## config.mk

```make
export PLATFORM = sky130hd
export DESIGN_NAME = fft4_stream
export DESIGN_NICKNAME = d
export VERILOG_FILES = /design/src/rtl/fft4_pkg.sv /design/src/rtl/fft4_butterfly.sv /design/src/rtl/fft4_stream.sv
export SDC_FILE = /design/constraint.sdc
export NUM_CORES = 1
export LEC_CHECK = 0
export CAP_MARGIN = 0
export CORE_UTILIZATION = 45
export DETAILED_ROUTE_END_ITERATION = 10
export GPL_TIMING_DRIVEN = 0
export PLACE_DENSITY = 0.74
export SYNTH_ARGS = -nofsm -noshare
export SYNTH_HDL_FRONTEND = slang
export SYNTH_SLANG_ARGS = --single-unit
```

## constraint.sdc

```tcl
create_clock -name clk -period 2.6 [get_ports clk]
set_input_delay 0.26 -clock clk [delete_from_list [all_inputs] [get_ports clk]]
set_output_delay 0.26 -clock clk [all_outputs]
set_load 0.01 [all_outputs]
```

## src/rtl/fft4_pkg.sv

```systemverilog
// Shared types and constants for the streaming 4-point DFT engine.
package fft4_pkg;

  typedef enum logic [1:0] {
    LOAD = 2'd0,
    CALC = 2'd1,
    EMIT = 2'd2
  } state_e;

  localparam int NPTS = 4;

  // Four-term sums of DATA_W samples need two extra bits to stay exact.
  function automatic int out_w(input int data_w);
    return data_w + 2;
  endfunction

endpackage

```

## src/rtl/fft4_butterfly.sv

```systemverilog
// Combinational radix-4 core: four complex samples in, four full-growth bins out.
module fft4_butterfly
  import fft4_pkg::*;
#(
  parameter int DATA_W = 4,
  parameter int OUT_W  = out_w(DATA_W)
) (
  input  logic signed [DATA_W-1:0] x_re_i [NPTS],
  input  logic signed [DATA_W-1:0] x_im_i [NPTS],
  input  logic                     inv_i,
  output logic signed [OUT_W-1:0]  y_re_o [NPTS],
  output logic signed [OUT_W-1:0]  y_im_o [NPTS]
);

  logic signed [OUT_W-1:0] a_re [NPTS];
  logic signed [OUT_W-1:0] a_im [NPTS];
  logic signed [OUT_W-1:0] p_re, p_im, q_re, q_im;
  logic signed [OUT_W-1:0] f1_re, f1_im, f3_re, f3_im;

  always_comb begin
    for (int i = 0; i < NPTS; i++) begin
      a_re[i] = {{(OUT_W-DATA_W){x_re_i[i][DATA_W-1]}}, x_re_i[i]};
      a_im[i] = {{(OUT_W-DATA_W){x_im_i[i][DATA_W-1]}}, x_im_i[i]};
    end
  end

  assign p_re = a_re[0] - a_re[2];
  assign p_im = a_im[0] - a_im[2];
  assign q_re = a_re[1] - a_re[3];
  assign q_im = a_im[1] - a_im[3];

  // Forward twiddle for bin 1 is -j; the inverse transform simply swaps bins 1 and 3.
  assign f1_re = p_re + q_im;
  assign f1_im = p_im - q_re;
  assign f3_re = p_re - q_im;
  assign f3_im = p_im + q_re;

  always_comb begin
    y_re_o[0] = a_re[0] + a_re[1] + a_re[2] + a_re[3];
    y_im_o[0] = a_im[0] + a_im[1] + a_im[2] + a_im[3];
    y_re_o[2] = a_re[0] - a_re[1] + a_re[2] - a_re[3];
    y_im_o[2] = a_im[0] - a_im[1] + a_im[2] - a_im[3];
    y_re_o[1] = inv_i ? f3_re : f1_re;
    y_im_o[1] = inv_i ? f3_im : f1_im;
    y_re_o[3] = inv_i ? f1_re : f3_re;
    y_im_o[3] = inv_i ? f1_im : f3_im;
  end

endmodule

```

## src/rtl/fft4_stream.sv

```systemverilog
// Streaming 4-point DFT: collect four samples, transform in one cycle,
// then emit the bins serially under valid/ready backpressure.
module fft4_stream
  import fft4_pkg::*;
#(
  parameter int DATA_W = 4,
  parameter int OUT_W  = out_w(DATA_W)
) (
  input  logic                     clk,
  input  logic                     rst_n,
  input  logic                     in_valid,
  output logic                     in_ready,
  input  logic signed [DATA_W-1:0] in_re,
  input  logic signed [DATA_W-1:0] in_im,
  input  logic                     in_inverse,
  output logic                     out_valid,
  input  logic                     out_ready,
  output logic signed [OUT_W-1:0]  out_re,
  output logic signed [OUT_W-1:0]  out_im,
  output logic [1:0]               out_idx,
  output logic                     out_last
);

  state_e      state_q, state_d;
  logic [1:0]  cnt_q, cnt_d;
  logic [1:0]  k_q, k_d;
  logic        inv_q, inv_d;
  logic        load_en, calc_en;

  logic signed [DATA_W-1:0] x_re_q   [NPTS];
  logic signed [DATA_W-1:0] x_im_q   [NPTS];
  logic signed [OUT_W-1:0]  y_re     [NPTS];
  logic signed [OUT_W-1:0]  y_im     [NPTS];
  logic signed [OUT_W-1:0]  bin_re_q [NPTS];
  logic signed [OUT_W-1:0]  bin_im_q [NPTS];

  always_comb begin
    state_d = state_q;
    cnt_d   = cnt_q;
    k_d     = k_q;
    inv_d   = inv_q;
    load_en = 1'b0;
    calc_en = 1'b0;
    case (state_q)
      LOAD: begin
        if (in_valid) begin
          load_en = 1'b1;
          cnt_d   = cnt_q + 2'd1;
          if (cnt_q == 2'd0) inv_d = in_inverse;
          if (cnt_q == 2'd3) state_d = CALC;
        end
      end
      CALC: begin
        calc_en = 1'b1;
        k_d     = 2'd0;
        state_d = EMIT;
      end
      EMIT: begin
        if (out_ready) begin
          k_d = k_q + 2'd1;
          if (k_q == 2'd3) state_d = LOAD;
        end
      end
      default: state_d = LOAD;
    endcase
  end

  always_ff @(posedge clk or negedge rst_n) begin
    if (!rst_n) begin
      state_q <= LOAD;
      cnt_q   <= 2'd0;
      k_q     <= 2'd0;
      inv_q   <= 1'b0;
    end else begin
      state_q <= state_d;
      cnt_q   <= cnt_d;
      k_q     <= k_d;
      inv_q   <= inv_d;
    end
  end

  always_ff @(posedge clk or negedge rst_n) begin
    if (!rst_n) begin
      for (int i = 0; i < NPTS; i++) begin
        x_re_q[i] <= '0;
        x_im_q[i] <= '0;
      end
    end else if (load_en) begin
      x_re_q[cnt_q] <= in_re;
      x_im_q[cnt_q] <= in_im;
    end
  end

  fft4_butterfly #(
    .DATA_W (DATA_W),
    .OUT_W  (OUT_W)
  ) u_butterfly (
    .x_re_i (x_re_q),
    .x_im_i (x_im_q),
    .inv_i  (inv_q),
    .y_re_o (y_re),
    .y_im_o (y_im)
  );

  genvar gi;
  generate
    for (gi = 0; gi < NPTS; gi++) begin : g_bin
      always_ff @(posedge clk or negedge rst_n) begin
        if (!rst_n) begin
          bin_re_q[gi] <= '0;
          bin_im_q[gi] <= '0;
        end else if (calc_en) begin
          bin_re_q[gi] <= y_re[gi];
          bin_im_q[gi] <= y_im[gi];
        end
      end
    end
  endgenerate

  // Gating with rst_n keeps in_ready low for the whole time reset is held.
  assign in_ready  = rst_n && (state_q == LOAD);
  assign out_valid = (state_q == EMIT);
  assign out_re    = out_valid ? bin_re_q[k_q] : '0;
  assign out_im    = out_valid ? bin_im_q[k_q] : '0;
  assign out_idx   = out_valid ? k_q : 2'd0;
  assign out_last  = out_valid && (k_q == 2'd3);

endmodule
```

==> results of run 1 <==
==> cells by family after synthesis <==
family                   after synthesis  share of synthesized area (%)
AND/OR/NAND/NOR                      167                           11.6
AO/OA/AOI/OAI                        143                           13.7
buffers and inverters                119                           7.36
adder cells (fa/ha/maj)              113                           25.6
flip-flops                            85                           31.4
XOR/XNOR                              31                           4.01
multiplexers                          29                           6.31
==> metrics by stage <==
stage               cell area, um^2  TNS (ps)  cells  worst slack, ps  hold WS, ps
global placement               7320   -169320    900            -2220          456
floorplan                      6800      -194    687            -74.1        -35.6
finish                         8620     -2130    971             -219          431
detailed placement             7350     -4280    901             -334          232
CTS                            8300     -1190    955             -199          437
global route                   8620     -4060    971             -377          460
==> timing repair <==
item                                    4_1_cts  5_1_grt
setup buffers                                37       17
hold endpoints to repair                     31        0
endpoints found under the setup margin       28       33
pin swaps                                    55       41
gates resized for setup                      91       41
hold buffers                                  2        0
cloned                                        0        0
==> routing by layer <==
| layer | part of all wire [%] | GRT usage [%] |
|---|---|---|
| met5 | 0 | 0 |
| met4 | 2.7 | 8.65 |
| met1 | 44 | 30.5 |
| met2 | 49 | 38.7 |
| met3 | 4.5 | 3.09 |
==> worst paths after layout <==
path	startpoint	endpoint	slack (ps)	cells past startpoint
worst min register to register	bin_im_q[6]$_DFFE_PN0P_	bin_im_q[6]$_DFFE_PN0P_	480	2
min in group clk	bin_im_q[6]$_DFFE_PN0P_	bin_im_q[6]$_DFFE_PN0P_	480	2
worst min-delay path	rst_n	bin_re_q[7]$_DFFE_PN0P_	430	3
worst max register to register	x_re_q[9]$_DFFE_PN0P_	bin_re_q[23]$_DFFE_PN0P_	-220	9
worst max-delay path	x_re_q[9]$_DFFE_PN0P_	bin_re_q[23]$_DFFE_PN0P_	-220	9
max in group asynchronous	rst_n	x_im_q[5]$_DFFE_PN0P_	1870	3
==> layout by cell type, fill, tap and decap left out, types with 11 or more instances in the layout <==
cell,n
nor2_1,15
fa_1,21
and2_1,13
nand2_1,90
a21oi_1,12
buf_6,11
inv_1,62
a21o_1,11
xor2_1,12
ha_1,52
inv_2,25
dfrtp_1,78
o21ai_0,53
clkdlybuf4s50_1,28
buf_2,16
fa_2,21
buf_4,50
ha_4,16
==> critical path, delay by kind of cell (launching register included) <==
family | cells | cell delay [ps]
adders and majority gates | 4 | 1620
DFF | 1 | 440
and+or+nand+nor | 2 | 280
AOI/OAI and AO/OA | 2 | 320
buffers and inverters | 1 | 40
==> registers in the layout, indices dropped and copies added, names as in the netlist <==
name / cells
bin_im_q: 23
state_q: 2
x_re_q: 16
inv_q: 1
x_im_q: 16
cnt_q: 2
k_q: 2
bin_re_q: 23
==> final cells by class <==
class                      count  area share, %
multi-input combinational    483           53.9
sequential                    85           24.8
timing repair buffer          85           8.92
inverter                      89           3.93
tap                          184           2.67
clock buffer                   9           2.61
buffer                        29           2.03
clock inverter                 7           1.13
==> results.sh, run 1 <==
export IMPL_fmax_mhz=355
export IMPL_htree_levels=3
export IMPL_crit_path_end_kind="flip-flop"
export IMPL_worst_slack_ps=-219
export IMPL_ant_nets=0
export IMPL_syn_num_nets=813
export IMPL_cp_start_kind="flip-flop"
export IMPL_wirelength_um=18100
export IMPL_drc_errors=0
export IMPL_grt_antenna_before_repair=0
export IMPL_finalCritPeriodShare_pct=108
export IMPL_period_minus_slack_ps=2820
export IMPL_synth_area_leader_cell="dfrtp_1"
export IMPL_crit_type="reg2reg"
export IMPL_clk_pin_slew_ps=60
export IMPL_fp_coreArea_um2=14600
export IMPL_yosysSeqAreaShare_pct=31.4
export IMPL_syn_inst=687
export IMPL_track_usage_pct=23.1
export IMPL_rows=44
export IMPL_ys_warn_count=0
export IMPL_clock_sinks=85
export IMPL_finalSetupViolCount=21
export IMPL_num_nets_final=908
export IMPL_syn_mean_instance_area_um2=9.85
export IMPL_dp_hpwl_um=12400
export IMPL_status="complete, but fails checks"
export IMPL_synth_cell_type_count=49
export IMPL_synthArstFlopShare_pct=100
export IMPL_n_antenna_cell=0
export IMPL_worst_pin_slew_ps=534
export IMPL_synthTopCellsByArea="dfrtp_1 31%, ha_1 13%, fa_1 12%, nand2_1 5.0%, inv_1 4.9%"
export IMPL_crit_path_top_delay_cell="fa_1"
export IMPL_grt_pass1_wl_um=28100
export IMPL_synth_edf_count=0
export IMPL_vias=5356
export IMPL_yosysMostFrequentCell="nand2_1"
export IMPL_dr_first_iter_drc_count=392
export IMPL_critPathMaxStageDelay_ps=540
export IMPL_wl_per_cell_um=18.7
export IMPL_initial_core_util_pct=46.4
export IMPL_fillers=1113
export IMPL_pin_count=30
export IMPL_syn_to_final_growth_pct=27.5
export IMPL_maxSlewViolCount=0
export IMPL_dieArea_um2=15500
export IMPL_cpMostUsedCell="fa_1"
export IMPL_hold_viol=0
export IMPL_skew_ps=10.4
export IMPL_synth_main_ff_cell="dfrtp_1"
export IMPL_grt_ovfl_total=0
export IMPL_cp_max_fo=2
export IMPL_viasPerCell=5.52
export IMPL_hp_class="in2async"
export IMPL_port_buffers=29
export IMPL_fp_dieH_um=125
export IMPL_cts_root_buffer="clkbuf_16"
export IMPL_grt_pass1_vias=5454
export IMPL_ys_top_cells_by_count="90 x nand2_1, 89 x inv_1, 85 x dfrtp_1"
export IMPL_dr_pass1_iters=5
export IMPL_cts_tree="built"
export IMPL_die_width_um=125
export IMPL_synth_top_area_share_pct=31.4
export IMPL_critical_path_required_ps=2830
export IMPL_drive_gt1_share_pct=29.7
export IMPL_rsz0062_at_grt="yes"
export IMPL_syn_area_um2=6770
export IMPL_insertion_delay_ps=350
export IMPL_failed_checks="setup timing"
export IMPL_layout_area_seq_um2=2140
export IMPL_max_cap_viol_count=0
export IMPL_worstPathCellList="fa_1 > fa_1 > ha_2 > inv_2 > fa_2 > nor2b_4 > o21ai_2 > and4_1 > a221o_1"
export IMPL_clk_path_buf_depth=2
export IMPL_synth_seq_cells=85
export IMPL_grt_start_max_net_pins=56
export IMPL_multi_input_area_um2=4650
export IMPL_place_congestion=0.857
export IMPL_arrival_ps=3050
export IMPL_utilization_pct=59.1
export IMPL_max_slew_margin_rel_pct=64.4
export IMPL_numCtsBuffers=9
Power of run 1 is not shown: default switching activity piles up to over one toggle a cycle in this logic, so the estimate is an artifact.
==> inputs of run 2 (changes only) <==
- CTS_BUF_LIST: not set -> sky130_fd_sc_hd__clkbuf_4 sky130_fd_sc_hd__clkbuf_8 sky130_fd_sc_hd__clkbuf_16
- SLEW_MARGIN: not set -> 10
==> results of run 2 <==
Same layout as run 1: the final DEF is identical, and so are final timing and power.
Power of run 2 is left out for the same reason.
